===== config.mk =====
export PLATFORM = sky130hd
export DESIGN_NAME = hazard_ctrl
export DESIGN_NICKNAME = d
export VERILOG_FILES = /design/src/rtl/hazard_ctrl.sv
export SDC_FILE = /design/constraint.sdc
export NUM_CORES = 1
export LEC_CHECK = 0
export ABC_CLOCK_PERIOD_IN_PS = 1700
export BUFFER_PORTS_ARGS = -buffer_cell sky130_fd_sc_hd__buf_4
export CAP_MARGIN = 20
export CELL_PAD_IN_SITES_DETAIL_PLACEMENT = 2
export CELL_PAD_IN_SITES_GLOBAL_PLACEMENT = 2
export CORE_UTILIZATION = 32
export DETAILED_ROUTE_END_ITERATION = 12
export PLACE_DENSITY_LB_ADDON = 0.1
export SETUP_SLACK_MARGIN = 0.1
export SLEW_MARGIN = 20
export SYNTH_ARGS = -nofsm -noshare
export SYNTH_HDL_FRONTEND = slang
export SYNTH_SLANG_ARGS = --single-unit
export TNS_END_PERCENT = 1

===== constraint.sdc =====
create_clock -name clk -period 1.7 [get_ports clk]
set_input_delay 0.17 -clock clk [delete_from_list [all_inputs] [get_ports clk]]
set_output_delay 0.17 -clock clk [all_outputs]
set_load 0.01 [all_outputs]

===== src/rtl/hazard_ctrl.sv =====
// hazard_ctrl: operand-forwarding selects and stall/flush control for the five-stage core.
// Tracks in-flight destinations in an E/M/W shadow pipeline; includes MDU occupancy with timeout.
`default_nettype none

module hazard_ctrl #(
   parameter int MDU_MAX_CYCLES = 34,
   parameter int CNT_W          = 6
) (
   input  logic       clk,
   input  logic       rst_n,
   input  logic [4:0] rs1_d,
   input  logic [4:0] rs2_d,
   input  logic [4:0] rd_d,
   input  logic       regwrite_d,
   input  logic       load_d,
   input  logic       mdu_d,
   input  logic       pcsrc_e,
   input  logic       mdu_done,
   output logic [1:0] forward_a_e,
   output logic [1:0] forward_b_e,
   output logic       stall_f,
   output logic       stall_d,
   output logic       stall_e,
   output logic       flush_d,
   output logic       flush_e,
   output logic       flush_m,
   output logic       mdu_timeout
);

   localparam logic [CNT_W-1:0] MAX_C = CNT_W'(MDU_MAX_CYCLES);

   typedef enum logic [0:0] {
      IDLE = 1'b0,
      WAIT = 1'b1
   } state_t;

   state_t           state;
   logic [CNT_W-1:0] cnt;

   logic [4:0] rs1_e, rs2_e, rd_e, rd_m, rd_w;
   logic       regwrite_e, load_e, mdu_e, regwrite_m, regwrite_w;

   logic lw_stall, mdu_stall, pc_take;

   // M stage is younger than W, so its result takes precedence.
   always_comb begin
      forward_a_e = 2'b00;
      if (regwrite_m && rd_m != 5'd0 && rd_m == rs1_e)
         forward_a_e = 2'b10;
      else if (regwrite_w && rd_w != 5'd0 && rd_w == rs1_e)
         forward_a_e = 2'b01;
   end

   always_comb begin
      forward_b_e = 2'b00;
      if (regwrite_m && rd_m != 5'd0 && rd_m == rs2_e)
         forward_b_e = 2'b10;
      else if (regwrite_w && rd_w != 5'd0 && rd_w == rs2_e)
         forward_b_e = 2'b01;
   end

   assign lw_stall    = load_e && (rd_e != 5'd0) && (rd_e == rs1_d || rd_e == rs2_d) && !pcsrc_e;
   assign mdu_stall   = mdu_e && !mdu_done && (cnt < MAX_C);
   assign mdu_timeout = mdu_e && !mdu_done && (state == WAIT) && (cnt == MAX_C);

   // A branch cannot be resolving while an MDU op holds E; gated by rst_n so
   // every output reads zero during reset.
   assign pc_take = pcsrc_e && !mdu_stall && rst_n;

   assign stall_f = lw_stall | mdu_stall;
   assign stall_d = lw_stall | mdu_stall;
   assign stall_e = mdu_stall;
   assign flush_m = mdu_stall;
   assign flush_d = pc_take;
   assign flush_e = pc_take | lw_stall;

   always_ff @(posedge clk or negedge rst_n) begin
      if (!rst_n) begin
         rs1_e      <= 5'd0;
         rs2_e      <= 5'd0;
         rd_e       <= 5'd0;
         regwrite_e <= 1'b0;
         load_e     <= 1'b0;
         mdu_e      <= 1'b0;
         rd_m       <= 5'd0;
         regwrite_m <= 1'b0;
         rd_w       <= 5'd0;
         regwrite_w <= 1'b0;
      end else begin
         rd_w       <= rd_m;
         regwrite_w <= regwrite_m;
         if (mdu_stall) begin
            rd_m       <= 5'd0;
            regwrite_m <= 1'b0;
         end else begin
            rd_m       <= rd_e;
            regwrite_m <= regwrite_e;
            if (flush_e) begin
               rs1_e      <= 5'd0;
               rs2_e      <= 5'd0;
               rd_e       <= 5'd0;
               regwrite_e <= 1'b0;
               load_e     <= 1'b0;
               mdu_e      <= 1'b0;
            end else begin
               rs1_e      <= rs1_d;
               rs2_e      <= rs2_d;
               rd_e       <= rd_d;
               regwrite_e <= regwrite_d;
               load_e     <= load_d;
               mdu_e      <= mdu_d;
            end
         end
      end
   end

   always_ff @(posedge clk or negedge rst_n) begin
      if (!rst_n) begin
         state <= IDLE;
         cnt   <= '0;
      end else begin
         case (state)
            IDLE: begin
               if (mdu_stall) begin
                  state <= WAIT;
                  cnt   <= CNT_W'(1);
               end else begin
                  cnt <= '0;
               end
            end
            WAIT: begin
               if (mdu_stall) begin
                  cnt <= cnt + CNT_W'(1);
               end else begin
                  state <= IDLE;
                  cnt   <= '0;
               end
            end
            default: begin
               state <= IDLE;
               cnt   <= '0;
            end
         endcase
      end
   end

endmodule

`default_nettype wire


# --- Word-level counts from Yosys, hierarchy flattened ---
# Cells that the tools add are included.
totals:
  wordCells: 62
  latch_bits: 0
  in_bits: 22
  mem_bits_rw: 0
  ff_bits: 37
  memories: 0
  mem_bits_ro: 0
op_classes:
  order_cmp: 1
  muxes: 16
  addsub: 1
  eq_ne: 7
  bitwise_logic: 3
  n_mul: 0
  shift: 0
  div: 0
  reduce_logical: 22
op_table:
  columns: ["cell", "count"]
  rows:
  - ["$eq 5x5->1", 6]
  - ["$mux 5", 4]
  - ["$logic_and 1x1->1", 15]
  - ["$reduce_bool 5->1", 3]
  - ["$pmux 6 s2", 1]
  - ["$mux 1", 8]
  - ["$add 6x1->6 const B", 1]
  - ["$eq 6x6->1 const B", 1]
  - ["$lt 6x6->1 const B", 1]
  - ["$mux 6", 1]
  - ["$mux 2", 2]
  - ["$logic_not 1->1", 3]
  - ["$or 1x1->1", 2]
  - ["$logic_or 1x1->1", 1]
  - ["$not 1->1", 1]

# --- Logic depth before layout (Yosys ltp) ---
logic_depth:
  ltp_word: 8
  ltp_mapped: 7

# --- Least setup slack after synthesis ---
# No wires, ideal clock.
synth_path:
  path_type: "register -> output"
  startpoint: "reg rd_e[2]"
  endpoint: "out stall_f"
  required_time_ps: 1530
  n_path_buf: 2
  arrival_time_ps: 1737
  path_stages_with_launch: 8
  slack_ps: -207
  cell_sequence: "dfrtp_1 -> or4_1 -> nor2_1 -> nor3b_1 -> and2_1 -> buf_2 -> nand2b_1 -> buf_4"
synth_between:
  elab_chain_len: 5
synth_lines:
  columns: ["element", "line_no", "rtl"]
  rows:
  - ["start: declaration", "40", "logic [4:0] rs1_e, rs2_e, rd_e, rd_m, rd_w;"]
  - ["start signal: assignment", "108", "rd_e <= rd_d;"]
  - ["$eq 5x5->1 or $reduce_bool 5->1 (tied branches)", "62", "assign lw_stall = load_e && (rd_e != 5'd0) && (rd_e == rs1_d || rd_e == rs2_d) && !pcsrc_e;"]
  - ["$logic_or 1x1->1 or $logic_and 1x1->1 (tied branches)", "62", null]
  - ["$logic_and 1x1->1 (*) (2 in series)", "62", null]
  - ["$or 1x1->1 (*)", null, null]
  - ["end: declaration", "21", "output logic stall_f,"]
# Every way passes the cells marked *; elsewhere a longest branch is shown, timed or not.

# --- Worst setup path after layout ---
layout_path:
  startpoint: "reg rd_e[1]"
  endpoint: "out flush_e"
layout_between:
  elab_chain_len: 5
layout_lines:
  columns: ["element", "line_no", "rtl"]
  rows:
  - ["$eq 5x5->1 or $reduce_bool 5->1 (tied branches)", "62", null]
  - ["$logic_or 1x1->1 or $logic_and 1x1->1 (tied branches)", "62", null]
  - ["$logic_and 1x1->1 (*) (2 in series)", "62", null]
  - ["$or 1x1->1 (*)", "75", "assign flush_e = pc_take | lw_stall;"]
  - ["end: declaration", "25", "output logic flush_e,"]
# Marked as above.

==> results.toml <==
[outcome]
status = "complete, but fails checks"
violations = "hold timing, setup timing"

[floorplan]
die_x_um = 76.72
die_area_um2 = 5886
die_h_um = 76.72
start_util = 0.3411
io_pins = 33
fp.coreArea_um2 = 5238
num_rows = 26

[power_and_ir_drop]
peakVddDrop_uv = 570.9
power.internal_mw = 2.256
p_clk_frac = 0.163
p_switching_mw = 1.353
switching_share = 0.3749
powerDensity_nw_per_um2 = 1387
p_leak_nw = 1.222
p_seq_frac = 0.393
pwr-share-comb = 0.444

[timing]
tightest_slew_ns = 0.4273
hold_viol_final = 24
setup_viol = 25
clock_skew_ns = 0.009677
setup_ws_ns = -0.3824
whs_ns = -0.01872
fin_tns_setup_ns = -5.052
rsz0062_at_grt = "true"
drv_slew = 0
max_slew_margin = 0.7127
fin_crit_ns = 2.082
max_freq_mhz = 480.2
period_share = 1.225

[drt]
vias = 1480
drtIter0Drc = 74
first_pass_iters = 4
wl_met1_um = 2230
met3WireLength_um = 175
wl_per_cell_um = 18.93
ant_nets = 0
topRoutingLayerUsed = "met4"
met2_length_um = 3117
drc = 0
drt_wl_total_um = 5622
via_per_inst = 4.983

[finish]
area_growth_pct = 45.66
diodes = 0
mostFrequentLayoutCell = "buf_4"
final_nets = 250
layout-drive-gt1-share = 0.4361
final_cell_mix = "buf_4, dfrtp_1, xor2_1"

[synthesis]
syn-cell-area_um2 = 1787
synth_top_family_by_area = "XOR/XNOR gates"
synth_compound_area_frac = 0.1078
synth-seq-area-share = 0.5182
synth_mux_area_frac = 0
synth_area_per_cell_um2 = 11.03
synth_cell_types = 26
synth_simple_gate_area_share = 0.1660
synthAdderAreaFrac = 0.01401
ys_warn_count = 0
synth_xor_area_frac = 0.1667
yosys_register_bits = 37
syn-num-nets = 186
syn-instance-count = 162

[critical_path]
crit_path_max_fanout = 3
rrSetupSlack_ns = -0.19
worstPathRequired_ns = 1.53
r2r_cells = 7
path_class = "reg -> out"
cp-start-kind = "register"
rr_startpoint = "rd_e[1]$_DFFE_PN0N_"
worstPathArrival_ns = 1.91
r2r-end = "rs1_e[2]$_DFFE_PN0N_"
cp-end-kind = "primary output"

[place]
numPortBuffers = 32
finalWeightedCongestion = 0.8034
preCtsSetupSlack_ns = -0.1945
dpl.hpwl_um = 4220

[worst_hold_path]
hold_path.class = "in -> async"

[clocking]
clock_sinks = 37
clock_latency_ns = 0.29
cts_tree = "done"
cts_buffer_depth = 2
cts_root_buf = "clkbuf_8"
cts_buffers = 5
htreeDepth = 2
clk_pin_slew_ns = 0.07

[global_route]
grt_pass1_vias = 1708
grt_overflow = 0
grtUsageTotal = 0.2099
antenna_found_initial = 0
grt_pass1_wl_um = 9163
grt_start_max_net_pins = 34

[run]
drv_cap = 0
-- stage by stage --
| step | utilization | cell area, um^2 | cells | power, mW |
|---|---|---|---|---|
| floorplan | - | 1815 | 162 | 2.121 |
| global placement | 0.4393 | 2301 | 284 | 2.597 |
| detailed placement | 0.4393 | 2301 | 284 | 2.718 |
| CTS | 0.4759 | 2492 | 296 | 3.460 |
| global route | 0.4969 | 2603 | 297 | 3.816 |
| finish | 0.4969 | 2603 | 297 | 3.609 |
-- worst max-delay path, cell delays in order, from the launching register on --
cell and delay (ns):
dfrtp_1 0.38, or4_4 0.55, nor2_4 0.14, nor3b_4 0.05, and2_4 0.14, or2_4 0.25
buf_6 0.12
-- what timing repair did --
item                                    in CTS  in global routing
endpoints found under the setup margin      41                 42
setup buffers                                3                  1
resized for setup                           17                 20
hold buffers                                 1                  0
pin swaps                                   10                 14
hold endpoints to repair                     4                  0
-- worst max-delay path by stage --
stage          slack, ns           startpoint        endpoint  cells past startpoint
2_1_floorplan      -0.14  rd_e[4]$_DFFE_PN0N_         stall_f                      7
4_1_cts            -0.43     cnt[3]$_DFF_PN0_         flush_e                      6
5_1_grt            -0.44    rd_w[1]$_DFF_PN0_  forward_b_e[0]                      5
3_3_place_gp       -0.11  rd_e[4]$_DFFE_PN0N_         flush_e                      6
6_report           -0.38  rd_e[1]$_DFFE_PN0N_         flush_e                      6
3_5_place_dp       -0.19  rd_e[4]$_DFFE_PN0N_         flush_e                      6
-- routing by layer --
layer / vias to the layer above / track usage
met5: - / 0
met3: 8 / 0.04524
met2: 41 / 0.3786
met1: 746 / 0.2386
met4: 0 / 0.08462
li1: 685 / -
-- state kept, by name (all words and copies together), names as in the netlist --
name / count
state: 1
load_e: 1
rs2_e: 5
rd_e: 5
cnt: 6
regwrite_w: 1
mdu_e: 1
rd_w: 5
regwrite_e: 1
rs1_e: 5
rd_m: 5
regwrite_m: 1
-- cells in the mapped netlist, drive strengths merged --
| master | count | area share |
|---|---|---|
| a22o | 10 | 0.049 |
| a221oi | 1 | 0.015 |
| xnor2 | 18 | 0.088 |
| nor2 | 9 | 0.019 |
| o21ai | 10 | 0.028 |
| nand2 | 13 | 0.027 |
| or2 | 1 | 0.0035 |
| xor2 | 16 | 0.078 |
| nor4 | 4 | 0.014 |
| o22ai | 1 | 0.0035 |
| and2 | 7 | 0.025 |
| inv | 1 | 0.0021 |
| clkinv | 1 | 0.0028 |
| nand3 | 14 | 0.039 |
| or4 | 6 | 0.027 |
| clkbuf | 1 | 0.0021 |
| a21oi | 1 | 0.0028 |
| o22a | 1 | 0.0098 |
| ha | 2 | 0.014 |
| nand2b | 2 | 0.0070 |
| dfrtp | 37 | 0.52 |
| buf | 5 | 0.020 |
| nor3b | 1 | 0.0042 |
-- cell type report --
cell class,instances,area (um^2)
multi-input combinational,117,974.7
sequential,37,925.9
inverter,2,12.51
clock buffer,6,72.57
fill,545,2635
tap,70,87.58
timing repair buffer,63,519.2
clock inverter,2,10.01
-- cell families (layout without fill, tap and decap cells) --
family | Yosys count | count (layout)
adder cells (fa/ha/maj) | 2 | 2
AND/OR/NAND/NOR | 57 | 57
buffers and inverters | 8 | 73
XOR/XNOR | 34 | 34
AO/OA/AOI/OAI | 24 | 24
flip-flops | 37 | 37
-- power by group through the flow --
| stage | clock, mW | combinational [mW] | sequential (mW) |
|---|---|---|---|
| global placement | 0 | 1.22 | 1.38 |
| detailed placement | 0 | 1.32 | 1.40 |
| floorplan | 0 | 0.760 | 1.36 |
| CTS | 0.607 | 1.46 | 1.39 |
| global route | 0.643 | 1.72 | 1.46 |
| finish | 0.588 | 1.60 | 1.42 |
Power figures use the tool's default switching activity.
